`config.mk`:
```
export PLATFORM = sky130hd
export DESIGN_NAME = compressor_add_seq
export DESIGN_NICKNAME = d
export VERILOG_FILES = /design/src/rtl/cadd_pkg.sv /design/src/rtl/compressor_add_seq_compress_2to2.sv /design/src/rtl/compressor_add_seq.sv
export SDC_FILE = /design/constraint.sdc
export NUM_CORES = 1
export LEC_CHECK = 0
export CAP_MARGIN = 15
export CORE_ASPECT_RATIO = 1.2
export CORE_UTILIZATION = 32
export DETAILED_ROUTE_END_ITERATION = 10
export PLACE_DENSITY = 0.55
export SYNTH_ARGS = -nofsm -noshare
export SYNTH_HDL_FRONTEND = slang
export SYNTH_HIERARCHICAL = 1
export SYNTH_SLANG_ARGS = --single-unit
```
`constraint.sdc`:
```
create_clock -name clk -period 1.8 [get_ports clk]
set_clock_uncertainty 0.15 [all_clocks]
set_input_delay 0.18 -clock clk [delete_from_list [all_inputs] [get_ports clk]]
set_output_delay 0.18 -clock clk [all_outputs]
set_load 0.01 [all_outputs]
```
`src/rtl/cadd_pkg.sv`:
```
// Shared state type and width helper for the iterative compressor adder.
package cadd_pkg;

  typedef enum logic [1:0] {
    IDLE = 2'd0,
    BUSY = 2'd1,
    DONE = 2'd2
  } cadd_state_e;

  // Iteration counter must hold values 0..width inclusive.
  function automatic int cadd_cnt_w(input int width);
    return $clog2(width + 1);
  endfunction

endpackage

```
`src/rtl/compressor_add_seq_compress_2to2.sv`:
```
// Single 2:2 bitwise compressor slice: per-bit sum and carry without propagation.
module compress_2to2 #(
  parameter int WIDTH = 32
) (
  input  logic [WIDTH-1:0] a,
  input  logic [WIDTH-1:0] b,
  output logic [WIDTH-1:0] s,
  output logic [WIDTH-1:0] c
);

  assign s = a ^ b;
  assign c = a & b;

endmodule

```
`src/rtl/compressor_add_seq.sv`:
```
// Multi-cycle adder that iterates one shared 2:2 compressor until the carry vector is empty.
// Optional carry-out port and register are enabled by defining CADD_SEQ_COUT_EN.
module compressor_add_seq
  import cadd_pkg::*;
#(
  parameter  int WIDTH = 32,
  localparam int CNT_W = cadd_cnt_w(WIDTH)
) (
  input  logic             clk,
  input  logic             rst_n,
  input  logic             in_valid,
  output logic             in_ready,
  input  logic [WIDTH-1:0] in_a,
  input  logic [WIDTH-1:0] in_b,
  output logic             out_valid,
  input  logic             out_ready,
  output logic [WIDTH-1:0] out_sum,
  output logic [CNT_W-1:0] out_iters
`ifdef CADD_SEQ_COUT_EN
  ,
  output logic             out_cout
`endif
);

  cadd_state_e      state_q, state_d;
  logic [WIDTH-1:0] s_q, s_d;
  logic [WIDTH-1:0] c_q, c_d;
  logic [CNT_W-1:0] iters_q, iters_d;
  logic [WIDTH-1:0] cmpSum, cmpCarry;

  compress_2to2 #(
    .WIDTH(WIDTH)
  ) u_compress (
    .a(s_q),
    .b(c_q),
    .s(cmpSum),
    .c(cmpCarry)
  );

`ifdef CADD_SEQ_COUT_EN
  logic cout_q, cout_d;
`endif

  // Carries leaving the MSB are dropped from c_d so the sum wraps mod 2^WIDTH.
  always_comb begin
    state_d = state_q;
    s_d     = s_q;
    c_d     = c_q;
    iters_d = iters_q;
`ifdef CADD_SEQ_COUT_EN
    cout_d  = cout_q;
`endif
    case (state_q)
      IDLE: begin
        if (in_valid) begin
          state_d = BUSY;
          s_d     = in_a;
          c_d     = in_b;
          iters_d = '0;
`ifdef CADD_SEQ_COUT_EN
          cout_d  = 1'b0;
`endif
        end
      end
      BUSY: begin
        if (c_q != '0) begin
          s_d     = cmpSum;
          c_d     = {cmpCarry[WIDTH-2:0], 1'b0};
          iters_d = iters_q + CNT_W'(1);
`ifdef CADD_SEQ_COUT_EN
          cout_d  = cout_q | cmpCarry[WIDTH-1];
`endif
        end else begin
          state_d = DONE;
        end
      end
      DONE: begin
        if (out_ready) begin
          state_d = IDLE;
        end
      end
      default: state_d = IDLE;
    endcase
  end

  always_ff @(posedge clk or negedge rst_n) begin
    if (!rst_n) begin
      state_q <= IDLE;
      s_q     <= '0;
      c_q     <= '0;
      iters_q <= '0;
    end else begin
      state_q <= state_d;
      s_q     <= s_d;
      c_q     <= c_d;
      iters_q <= iters_d;
    end
  end

`ifdef CADD_SEQ_COUT_EN
  always_ff @(posedge clk or negedge rst_n) begin
    if (!rst_n) begin
      cout_q <= 1'b0;
    end else begin
      cout_q <= cout_d;
    end
  end

  assign out_cout = cout_q;
`endif

  // Ready is masked by rst_n so it reads low for the whole reset window.
  assign in_ready  = rst_n && (state_q == IDLE);
  assign out_valid = (state_q == DONE);
  assign out_sum   = s_q;
  assign out_iters = iters_q;

endmodule

```
-- After elaboration in Yosys (flattened, before gate mapping)
Cells that the tools add are included.
W data, S select, Z words.
- bits in registers: 72
- output and inout bits: 40
- add/subtract/negate cells: 1
- equal/unequal tests: 6
- muxes and demuxes: 13
- bitwise gates (word level): 2
- reduce and logical (&&, ||, !) cells: 6
- operator list (kind ; count):
    $mux W32 ; 4
    $pmux W32 S2 ; 2
    $reduce_bool A32 Y1 ; 1
    $xor A32 B32 Y32 ; 1
    $and A31 B31 Y31 ; 1
    $mux W6 ; 2
    $pmux W6 S2 ; 1
    $add A6 B1 Y6 const B ; 1
    $mux W2 ; 3
    $ne A2 B2 Y1 const B ; 3
    $pmux W2 S3 ; 1
    $reduce_and A3 Y1 ; 2
    $eq A2 B1 Y1 const B ; 1
    $eq A2 B2 Y1 const B ; 1
    $logic_not A2 Y1 ; 1
    $ne A2 B1 Y1 const B ; 1
    $reduce_bool A2 Y1 ; 1
    $logic_and A1 B1 Y1 ; 1

-- Logic depth before layout (Yosys ltp)
- depth after elaboration: 3
- gate-level depth with buffers: 7

-- Cells and area by module
The synthesis kept the hierarchy.
- by module, submodules not included (module ; times used ; cells an instance ; area an instance (sq um)):
    compressor_add_seq ; 1 ; 534 ; 4623.2
    compress_2to2 ; 1 ; 32 ; 400.4

-- Worst setup path before layout
Ideal clock, no wire load.
- path kind: register to register
- start: reg c_q[9]
- end: reg iters_q[0] (netlist: out_iters[0])
- setup time: 0.126 ns
- arrival: 1.563 ns
- required time: 1.524 ns
- path slack: -0.039 ns
- cell stages (with the launch flop): 7
- buffers on the path: 2
- period minus slack after synthesis: 1.839 ns
- path through: dfrtp_1 > nor4_2 > and4_1 > buf_4 > nand2_4 > buf_2 > a221o_1
- word-level cells in the longest chain between the ends: 3
- RTL lines (what ; RTL line ; text):
    start: declaration ; compressor_add_seq.sv:27 ; logic [WIDTH-1:0] c_q, c_d;
    start signal: assignment ; compressor_add_seq.sv:90 ; c_q <= '0;
    start signal: assignment ; compressor_add_seq.sv:95 ; c_q <= c_d;
    $reduce_bool A32 Y1 ; compressor_add_seq.sv:66 ; if (c_q != '0) begin
    $ne A2 B2 Y1 (no source line) ; -- ;
    $reduce_and A3 Y1 (no source line) ; -- ;
    end signal: assignment ; compressor_add_seq.sv:96 ; iters_q <= iters_d;
    end: declaration ; compressor_add_seq.sv:28 ; logic [CNT_W-1:0] iters_q, iters_d;
No other way between the ends.
A chain may end at the register's enable or synchronous reset.

-- Final worst setup path
- start: reg c_q[5]
- end: reg c_q[7]
- word-level cells in the longest chain between the ends: 3
- RTL lines (what ; RTL line):
    $reduce_bool A32 Y1 ; compressor_add_seq.sv:66
    $ne A2 B2 Y1 (no source line) ; --
    $reduce_and A3 Y1 (no source line) ; --
No other way between the ends.

==> flow_summary.toml <==
[logic_synthesis]
synth-simple-area-share = 0.236
ys.warnings.count = 6
synth.net_count = 667
netlist_instances = 566
synthXorXnorAreaFrac = 0
synthTopCellsByArea = "dfrtp_1, nor2b_1, ha_1, a311o_1, a221o_1"
synth.avg_cell_area_um2 = 8.88
syn-cell-area_um2 = 5020
ys_seq_elements = 72
synth_top_family_by_area = "simple AND/OR/NAND/NOR gates"
yosys.area.top_type = "dfrtp_1"
synth_compound_area_frac = 0.215
ys_seq_area_frac = 0.359
synthDistinctLibCells = 31
synthMuxAreaShare = 0.0638
synthAdderAreaFrac = 0.0822
yosysTopAreaCellShare = 0.359

[timing]
fin_crit_sh = 1.11
timing_hold_violations_final = 0
setup_viol_count_final = 68
post-route-min-period_ps = 1990
maxClockFrequency_ghz = 0.502
slew_viol_final = 0
setup_ws_ps = -190
tightest_slew_ps = 987
grt_setup_unrepaired = "true"
relSlewSlack = 0.342

[floorplanning]
pin_count = 108
core_um2 = 15100
start_util = 0.332
rows = 49
fp.dieH_um = 139
die_w_um = 116
die_area_um2 = 16200

[critical_path]
crit_path_end = "c_q[7]"
required_ps = 1860
r2r-start = "c_q[5]"
timing.rr.end = "c_q[7]"
cp-start-kind = "flop"
r2r_slack_ps = -190
cp_max_fo = 16
r2r_cells = 5
path_class = "flop to flop"
crit_arrival_ps = 2060
cp-startpoint = "c_q[5]"
worst_setup_path_end_kind = "flop"

[power]
p_leak_uw = 0.00315
p_sw_frac = 0.436
total_power_uw = 13200
clockPowerShare = 0.141
power_switching_uw = 5770
p_comb_frac = 0.628
intPower_uw = 7460
peakVddDrop_mv = 0.919
p_per_area_nw_per_um2 = 1840
seq_power_share = 0.230

[placed_design]
dp_hpwl_mm = 10.6
placed_cells = 890
gp_congestion = 0.769
io_buffer_count = 107

[clock_network]
clk_path_buf_depth = 2
root_buffer = "clkbuf_16"
h-tree-depth = 3
cts_tree = "yes"
clock_sinks = 72
clk_pin_slew_worst_paths_ps = 60
numCtsBuffers = 9
clkLatencyLatePin_ps = 340

[hold_path]
worst_hold_path_type = "primary input to flop"

[flow_run]
cap_violations = 0

[cells_and_area]
areaGrowthSynthToFinish_pct = 42.9
fill_cells = 1460
final_nets = 804
regArea_um2 = 1810
instances_no_fill = 912
multiInputGateArea_um2 = 3080
drive_above_1_share = 0.153
diodes = 0

[global_routing]
grt_pass1_vias = 4763
grt_max_degree = 73
antenna_found_initial = 0
grt_first_pass_wirelength_mm = 24.7
overflow = 0
grt_use_total = 0.196

[drt]
vias = 4872
routed_wl_mm = 15.5
drc = 0
final_antenna_net_count = 0
dr.pass1.iters = 5
viasPerCell = 5.34
drt_iter0_markers = 247
wl_per_cell_um = 17.0

[run_status]
violations = "setup timing"
status = "finished with violations"
[worst min path at each step]
| stage | endpoint | depth (start not counted) | from |
|---|---|---|---|
| after floorplan | c_q[0] | 0 | rst_n |
| after global placement | out_iters[2] | 2 | rst_n |
| after detailed placement | state_q[1] | 2 | rst_n |
| after CTS | state_q[1] | 3 | out_ready |
| after global routing | state_q[1] | 3 | out_ready |
| final | state_q[1] | 3 | out_ready |
[state kept, by name, indices dropped and copies added, names as in the netlist]
signal     flops
out_iters      6
c_q           32
state_q        2
out_sum       32
[per-layer routing]
metal / GRT usage / part of all wire / up-vias
met2: 0.335 / 0.50 / 133
met5: 0 / 0 / -
li1: - / - / 2359
met1: 0.245 / 0.44 / 2356
met4: 0.0891 / 0.023 / 0
met3: 0.0200 / 0.037 / 24
[power groups by stage]
stage | Sequential [µW] | Combinational [µW] | Clock [µW]
CTS | 3040 | 7880 | 1910
global route | 3150 | 9000 | 1990
floorplan | 3070 | 4340 | 0
finish | 3050 | 8320 | 1870
global placement | 3020 | 7460 | 0
detailed placement | 3040 | 7590 | 0
[worst max-delay path: stages (launching register included)]
cell and delay, ps:
dfrtp_1 420, nor4_2 370, and4_4 320, buf_12 110
a21oi_4 150, a221o_1 350
[stage by stage]
stage	area, µm²	hold WS, ps	util	TNS, ps	worst slack (ps)
global route	7180	338	0.474	-13970	-233
CTS	7090	323	0.468	-9210	-188
floorplan	5050	-266	-	-663	-22.7
finish	7180	328	0.474	-10940	-190
global placement	6720	340	0.444	-22050	-382
detailed placement	6720	337	0.444	-20420	-367
[Yosys cell counts]
cell      number
nor3_1        35
o21bai_1       1
o21ai_0       35
a21oi_2        1
dfrtp_1       72
nand4_1        2
mux2i_1       32
buf_4          3
a21oi_1       37
and3_1         1
nor3b_1        1
clkbuf_1      36
nand2b_1       2
nand2_1       73
nor2_1        34
buf_2         11
a221o_1       32
and4_1         2
o211ai_1       4
buf_1          2
nor2b_1       67
o21ai_1        1
a311o_1       33
nand3_1        3
nor4_2         8
inv_1          1
a31oi_1        1
ha_1          33
nand2_4        1
and2_1         1
a2111o_1       1
[kinds of logic after synthesis]
| group | Yosys count |
|---|---|
| compound gates | 146 |
| mux | 32 |
| fa+ha+maj | 33 |
| simple gates | 230 |
| buf+inv | 53 |
| flops | 72 |
[area by class of cell]
type / count / area share
multi-input cells: 442 / 0.429
flip-flops and latches: 72 / 0.252
repair buffers: 177 / 0.238
clock buffers: 12 / 0.0371
well taps: 204 / 0.0356
clock inverters: 4 / 0.00715
inverters: 1 / 0.000523
[cells in the final DEF, fill, tap and decap left out, types with 32 or more instances in the layout]
cell,count
nor3_1,35
nand2_1,73
buf_4,60
dfrtp_1,70
o21ai_0,34
a21oi_1,36
a311o_1,33
nor2_1,34
ha_1,33
mux2i_1,32
clkdlybuf4s50_1,103
a221o_1,32
nor2b_1,65
[repair_timing]
item | 4_1_cts | 5_1_grt
hold buffers | 1 | 0
gates cloned | 1 | 1
hold endpoints to repair | 72 | 0
buffers inserted | 1 | 2
gates resized for setup | 9 | 10
pin swaps | 5 | 8
setup endpoints to repair | 73 | 71
(Power assumes the default switching activity.)
